**config.mk**
```make
export PLATFORM = sky130hd
export DESIGN_NAME = fusion_operand_packer
export DESIGN_NICKNAME = d
export VERILOG_FILES = /design/src/rtl/fusion_operand_packer.sv
export SDC_FILE = /design/constraint.sdc
export NUM_CORES = 1
export LEC_CHECK = 0
export CORE_MARGIN = 1.5
export CORE_UTILIZATION = 52
export DETAILED_ROUTE_END_ITERATION = 10
export PLACE_DENSITY_LB_ADDON = 0.15
export SLEW_MARGIN = 0
export SYNTH_ARGS = -nofsm -noshare
export SYNTH_HDL_FRONTEND = slang
export SYNTH_SLANG_ARGS = --single-unit
export TNS_END_PERCENT = 1
```
**constraint.sdc**
```tcl
create_clock -name clk -period 2.4 [get_ports clk]
set_input_delay 0.36 -clock clk [delete_from_list [all_inputs] [get_ports clk]]
set_output_delay 0.36 -clock clk [all_outputs]
set_load 0.01 [all_outputs]
```
**src/rtl/fusion_operand_packer.sv**
```systemverilog
// Packs 2-bit activation/weight element pairs into 4-bit bit-fusion bricks with aligned mode/sign_mode.
// Optional statistics counters (stat_words, stat_padded) are built only when FUSION_PACKER_STATS_EN is defined.
module fusion_operand_packer #(
    parameter int ACT_WIDTH = 4,
    parameter int WGT_WIDTH = 4,
    parameter int CNT_WIDTH = 32
) (
    input  logic                 clk,
    input  logic                 reset,
    input  logic [1:0]           cfg_mode,
    input  logic [1:0]           cfg_sign_mode,
    input  logic                 in_valid,
    output logic                 in_ready,
    input  logic [1:0]           in_act,
    input  logic [1:0]           in_wgt,
    input  logic                 in_last,
    output logic                 out_valid,
    input  logic                 out_ready,
    output logic [ACT_WIDTH-1:0] out_a,
    output logic [WGT_WIDTH-1:0] out_b,
    output logic [1:0]           out_mode,
    output logic [1:0]           out_sign_mode,
    output logic                 out_last
`ifdef FUSION_PACKER_STATS_EN
    ,
    output logic [CNT_WIDTH-1:0] stat_words,
    output logic [CNT_WIDTH-1:0] stat_padded
`endif
);

    localparam logic [1:0] MODE_2X2 = 2'd0;
    localparam logic [1:0] MODE_2X1 = 2'd1;
    localparam logic [1:0] MODE_1X2 = 2'd2;

    typedef enum logic {
        ST_IDLE,
        ST_FILL
    } state_t;

    state_t      state_q, state_d;
    logic [1:0]  k_q, k_d;
    logic [1:0]  mode_q, mode_d;
    logic [1:0]  sign_q, sign_d;
    logic [3:0]  acc_a_q, acc_a_d;
    logic [3:0]  acc_b_q, acc_b_d;
    logic        out_valid_q, out_valid_d;
    logic [3:0]  out_a_q, out_a_d;
    logic [3:0]  out_b_q, out_b_d;
    logic [1:0]  out_mode_q, out_mode_d;
    logic [1:0]  out_sign_q, out_sign_d;
    logic        out_last_q, out_last_d;

    logic [1:0]  eff_mode;
    logic [1:0]  eff_sign;
    logic [1:0]  last_k;
    logic [3:0]  slot_hit;
    logic [3:0]  slot_a;
    logic [3:0]  slot_b;
    logic [3:0]  word_a;
    logic [3:0]  word_b;
    logic        accept;
    logic        close;
    logic        drain;

    // Only 4-bit bricks and non-empty counters are meaningful; no legal build elaborates this block.
    if (ACT_WIDTH != 4 || WGT_WIDTH != 4 || CNT_WIDTH < 1) begin : g_illegal_params
    end

    assign in_ready = !out_valid_q || out_ready;
    assign accept   = in_valid && in_ready;
    assign drain    = out_valid_q && out_ready;

    // The first element of a word uses the live configuration; later ones use the held copy.
    assign eff_mode = (state_q == ST_IDLE) ? cfg_mode : mode_q;
    assign eff_sign = (state_q == ST_IDLE) ? cfg_sign_mode : sign_q;

    always_comb begin
        last_k = 2'd3;
        case (eff_mode)
            MODE_2X2: last_k = 2'd0;
            MODE_2X1: last_k = 2'd1;
            MODE_1X2: last_k = 2'd1;
            default:  last_k = 2'd3;
        endcase
    end

    assign close = accept && (in_last || (k_q == last_k));

    // Per-bit placement of the current element into its slot.
    for (genvar gi = 0; gi < 4; gi++) begin : g_brick_bit
        assign slot_hit[gi] = (k_q == 2'(gi));
        assign slot_a[gi] = (eff_mode == MODE_2X2) ? in_act[gi % 2] :
                            (eff_mode == MODE_2X1) ? (slot_hit[gi / 2] & in_act[gi % 2]) :
                            (eff_mode == MODE_1X2) ? (slot_hit[gi % 2] & in_act[0]) :
                                                     (slot_hit[gi] & in_act[0]);
        assign slot_b[gi] = (eff_mode == MODE_2X2) ? in_wgt[gi / 2] :
                            (eff_mode == MODE_2X1) ? (slot_hit[gi / 2] & in_wgt[0]) :
                            (eff_mode == MODE_1X2) ? (slot_hit[gi % 2] & in_wgt[gi / 2]) :
                                                     (slot_hit[gi] & in_wgt[0]);
    end

    assign word_a = acc_a_q | slot_a;
    assign word_b = acc_b_q | slot_b;

    always_comb begin
        state_d     = state_q;
        k_d         = k_q;
        mode_d      = mode_q;
        sign_d      = sign_q;
        acc_a_d     = acc_a_q;
        acc_b_d     = acc_b_q;
        out_valid_d = out_valid_q;
        out_a_d     = out_a_q;
        out_b_d     = out_b_q;
        out_mode_d  = out_mode_q;
        out_sign_d  = out_sign_q;
        out_last_d  = out_last_q;

        if (drain) begin
            out_valid_d = 1'b0;
        end

        if (accept) begin
            mode_d = eff_mode;
            sign_d = eff_sign;
            if (close) begin
                state_d     = ST_IDLE;
                k_d         = 2'd0;
                acc_a_d     = 4'd0;
                acc_b_d     = 4'd0;
                out_valid_d = 1'b1;
                out_a_d     = word_a;
                out_b_d     = word_b;
                out_mode_d  = eff_mode;
                out_sign_d  = eff_sign;
                out_last_d  = in_last;
            end else begin
                state_d = ST_FILL;
                k_d     = k_q + 2'd1;
                acc_a_d = word_a;
                acc_b_d = word_b;
            end
        end
    end

    always_ff @(posedge clk) begin
        if (reset) begin
            state_q     <= ST_IDLE;
            k_q         <= 2'd0;
            mode_q      <= 2'd0;
            sign_q      <= 2'd0;
            acc_a_q     <= 4'd0;
            acc_b_q     <= 4'd0;
            out_valid_q <= 1'b0;
            out_a_q     <= 4'd0;
            out_b_q     <= 4'd0;
            out_mode_q  <= 2'd0;
            out_sign_q  <= 2'd0;
            out_last_q  <= 1'b0;
        end else begin
            state_q     <= state_d;
            k_q         <= k_d;
            mode_q      <= mode_d;
            sign_q      <= sign_d;
            acc_a_q     <= acc_a_d;
            acc_b_q     <= acc_b_d;
            out_valid_q <= out_valid_d;
            out_a_q     <= out_a_d;
            out_b_q     <= out_b_d;
            out_mode_q  <= out_mode_d;
            out_sign_q  <= out_sign_d;
            out_last_q  <= out_last_d;
        end
    end

    assign out_valid     = out_valid_q;
    assign out_a         = out_a_q;
    assign out_b         = out_b_q;
    assign out_mode      = out_mode_q;
    assign out_sign_mode = out_sign_q;
    assign out_last      = out_last_q;

`ifdef FUSION_PACKER_STATS_EN
    localparam logic [CNT_WIDTH-1:0] CNT_ONE = {{(CNT_WIDTH-1){1'b0}}, 1'b1};

    logic                 out_padded_q;
    logic [CNT_WIDTH-1:0] words_q;
    logic [CNT_WIDTH-1:0] padded_cnt_q;

    // A word is padded when it closed before its last slot was filled.
    always_ff @(posedge clk) begin
        if (reset) begin
            out_padded_q <= 1'b0;
            words_q      <= '0;
            padded_cnt_q <= '0;
        end else begin
            if (close) begin
                out_padded_q <= (k_q != last_k);
            end
            if (drain) begin
                words_q <= words_q + CNT_ONE;
                if (out_padded_q) begin
                    padded_cnt_q <= padded_cnt_q + CNT_ONE;
                end
            end
        end
    end

    assign stat_words  = words_q;
    assign stat_padded = padded_cnt_q;
`endif

endmodule
```
==> results of run 1 <==
==> synth_stat cells (3+ instances only) <==
cell type,count
nor3_2,7
inv_1,3
nand2_1,5
nand3_1,6
a211oi_2,4
dfxtp_1,29
nand2b_1,4
buf_2,3
and2_1,3
buf_6,4
nor2_1,9
o21ai_0,6
ha_1,4
mux2i_1,7
a31oi_1,4
nor3_1,5
a21o_1,3
o21a_1,4
nand3b_1,4
a21oi_2,4
a21oi_1,14
o211ai_1,5
a211oi_1,6
clkbuf_1,6
==> cells by family (layout without fill, tap and decap cells) <==
family                     Yosys count  after routing  synth area share [%]
buffers and inverters               18             45                 6.380
and+or+nand+nor                     50             50                 18.76
xor gates and xnor gates             3              3                 1.635
muxes                                9              9                 5.759
adders and majority gates            4              4                 3.113
AOI/OAI and AO/OA                   60             60                 28.25
DFF                                 29             29                 36.11
==> per-layer routing <==
| metal | part of all wire (%) | GRT usage (%) | wire, um | vias up |
|---|---|---|---|---|
| li1 | - | - | - | 698 |
| met1 | 46 | 27.19 | 1687 | 674 |
| met2 | 47 | 36.92 | 1736 | 44 |
| met3 | 5.0 | 8.352 | 182 | 6 |
| met4 | 1.4 | 9.740 | 52 | 0 |
| met5 | 0 | 0 | 0 | - |
==> flip-flops by register name, indices dropped and copies added (netlist names), 2 cells and up <==
name / cells
acc_a_q: 4
out_sign_mode: 2
out_b: 4
mode_q: 2
out_mode: 2
k_q: 2
acc_b_q: 4
out_a: 4
sign_q: 2
==> worst max path at each step <==
stage                     slack, ns  depth (start not counted)         from     endpoint
final                          0.24                          7  cfg_mode[0]     out_b[0]
after global routing           0.13                          6       k_q[0]     out_b[1]
after CTS                      0.17                          6      state_q     out_b[0]
after detailed placement      -0.06                          6  cfg_mode[0]     out_a[3]
after global placement        -0.02                          6  cfg_mode[0]     out_a[3]
after floorplan                0.54                          7  cfg_mode[0]  out_mode[1]
==> per-stage QoR <==
stage	setup slack, ns	hold slack [ns]
detailed placement	-0.06276	0.4592
floorplan	0.5361	0.4316
finish	0.2449	0.4811
CTS	0.1671	0.4784
global route	0.1324	0.4860
global placement	-0.02033	0.4396
==> critical path, cell delays in order <==
cell and delay (ns):
clkdlybuf4s50_1 0.61, nand3b_1 0.13, a211oi_2 0.22, buf_4 0.16
a311oi_4 0.05, nor2_2 0.63, a211oi_1 0.16
==> final cells by class <==
class                      instances  area, um2
timing repair buffer              34      335.3
multi-input combinational        126      924.6
sequential                        29      581.8
fill                             236      912.1
clock buffer                       8      48.80
tap                               31      38.79
inverter                           3      11.26
==> power groups by stage <==
stage | registers [mW] | clock network, mW | logic (mW)
after detailed placement | 0.569 | 0 | 0.327
after floorplan | 0.561 | 0 | 0.222
after CTS | 0.558 | 0.286 | 0.328
after global routing | 0.564 | 0.304 | 0.359
after global placement | 0.567 | 0 | 0.320
final | 0.559 | 0.277 | 0.330
==> repair_timing <==
action,CTS,global route
resized for setup,0,1
setup endpoints to repair,0,1
hold endpoints to repair,0,0
==> metrics.csv, run 1 <==
metric;value;unit
drc;0;
setup_viol;0;
cellPowerDensity;600.8;nW/um2
fin_cells;231;
reg2reg_slack;0.29;ns
whs_endpoint;acc_b_q[1];
htree_levels;2;
p_int;796.7;uW
die_w;58.61;um
power_frac_seq;47.9;%
dr.pass1.iters;4;
r2r_start;k_q[0];
netlist_instances;173;
fin_tns_setup;0;ns
grt_pass1_vias;1292;
die-area;3435;um2
ant_nets;0;
period_needed;2.155;ns
setup.worst_path.end_class;flop;
routabilityCongestion;0.8586;
cts_sinks;29;
clk_pin_slew_worst_paths;0.08;ns
synth_area;1608;um2
arrival;2.33;ns
slew_viol_final;0;
finalPower;1.166;mW
fin_area;1941;um2
outcome;finished, final reports clean;
clock-root-buffer;clkbuf_4;
ys_warn_count;0;
final_cell_mix;28 x dfxtp_1, 27 x clkdlybuf4s50_1, 14 x a21oi_1;
placed_area;1891;um2
path_max_fanout;13;
dp_hpwl;2.643;mm
fin_util;68.03;%
synth.avg_cell_area;9.294;um2
ys.flop_type;dfxtp_1;
syn_nets;190;
drt_iter0_drc;79;
drt-total-wl;3.658;mm
synth-edff-count;0;
clk_latency;0.33;ns
startpoint_type;input pin;
yosysSeqAreaShare;36.11;%
cts_buffers;5;
final_common_cell;dfxtp_1;
pin_count;28;
post_cts_buffers;0;
vias_per_cell;6.156;
nets;216;
drive_gt1_share;16.50;%
antenna_found_initial;0;
reg2reg_to;out_b[0];
via_count;1422;
max_freq;464.0;MHz
p_sw;369.2;uW
worst_clock_skew;0.01118;ns
r2r.worst_path.cells;5;
grt_overflow;0;
relSlewSlack;47.65;%
worstMarginPinSlew;0.7844;ns
hp-start;acc_b_q[1];
cts_buffer_depth;2;
p_clk_share;23.8;%
maxCapViolCount;0;
leakage;0.7102;nW
track_usage;22.79;%
ys_types;45;
min_path_type;reg -> reg;
tritoncts;done;
ys_ff_latch;29;
fp-row-count;19;
power_frac_comb;28.3;%
synth_top_cell_area_share;36.11;%
cts-hold-fix-buffers;0;
die_h;58.61;um
grt_max_degree;25;
dp_cells;223;
p_sw_share;31.66;%
critPathKind;in -> reg;
cp.required;2.57;ns
start_util;56.36;%
wl_per_cell;15.84;um
port_buffers;27;
diodes;0;
coreArea;2853;um2
synthTopCellsByArea;dfxtp_1 36%, a21oi_1 4.4%, mux2i_1 4.4%;
grt_first_pass_wirelength;5.865;mm
min_period_over_period;89.79;%
ir_drop;0.3430;mV
postSynth.asyncResetShare;0;%
rsz0062_at_grt;false;
area_growth_syn_to_layout;20.70;%
hold_viol_final;0;
hold_depth;1;
yosysTopAreaCell;dfxtp_1;
No activity file was read; power rests on OpenSTA's default activity.
==> run 2: changes to the inputs <==
- HOLD_SLACK_MARGIN: not set -> 0.1
==> results of run 2 <==
The final DEF is identical to that of run 1; final timing and power are the same.
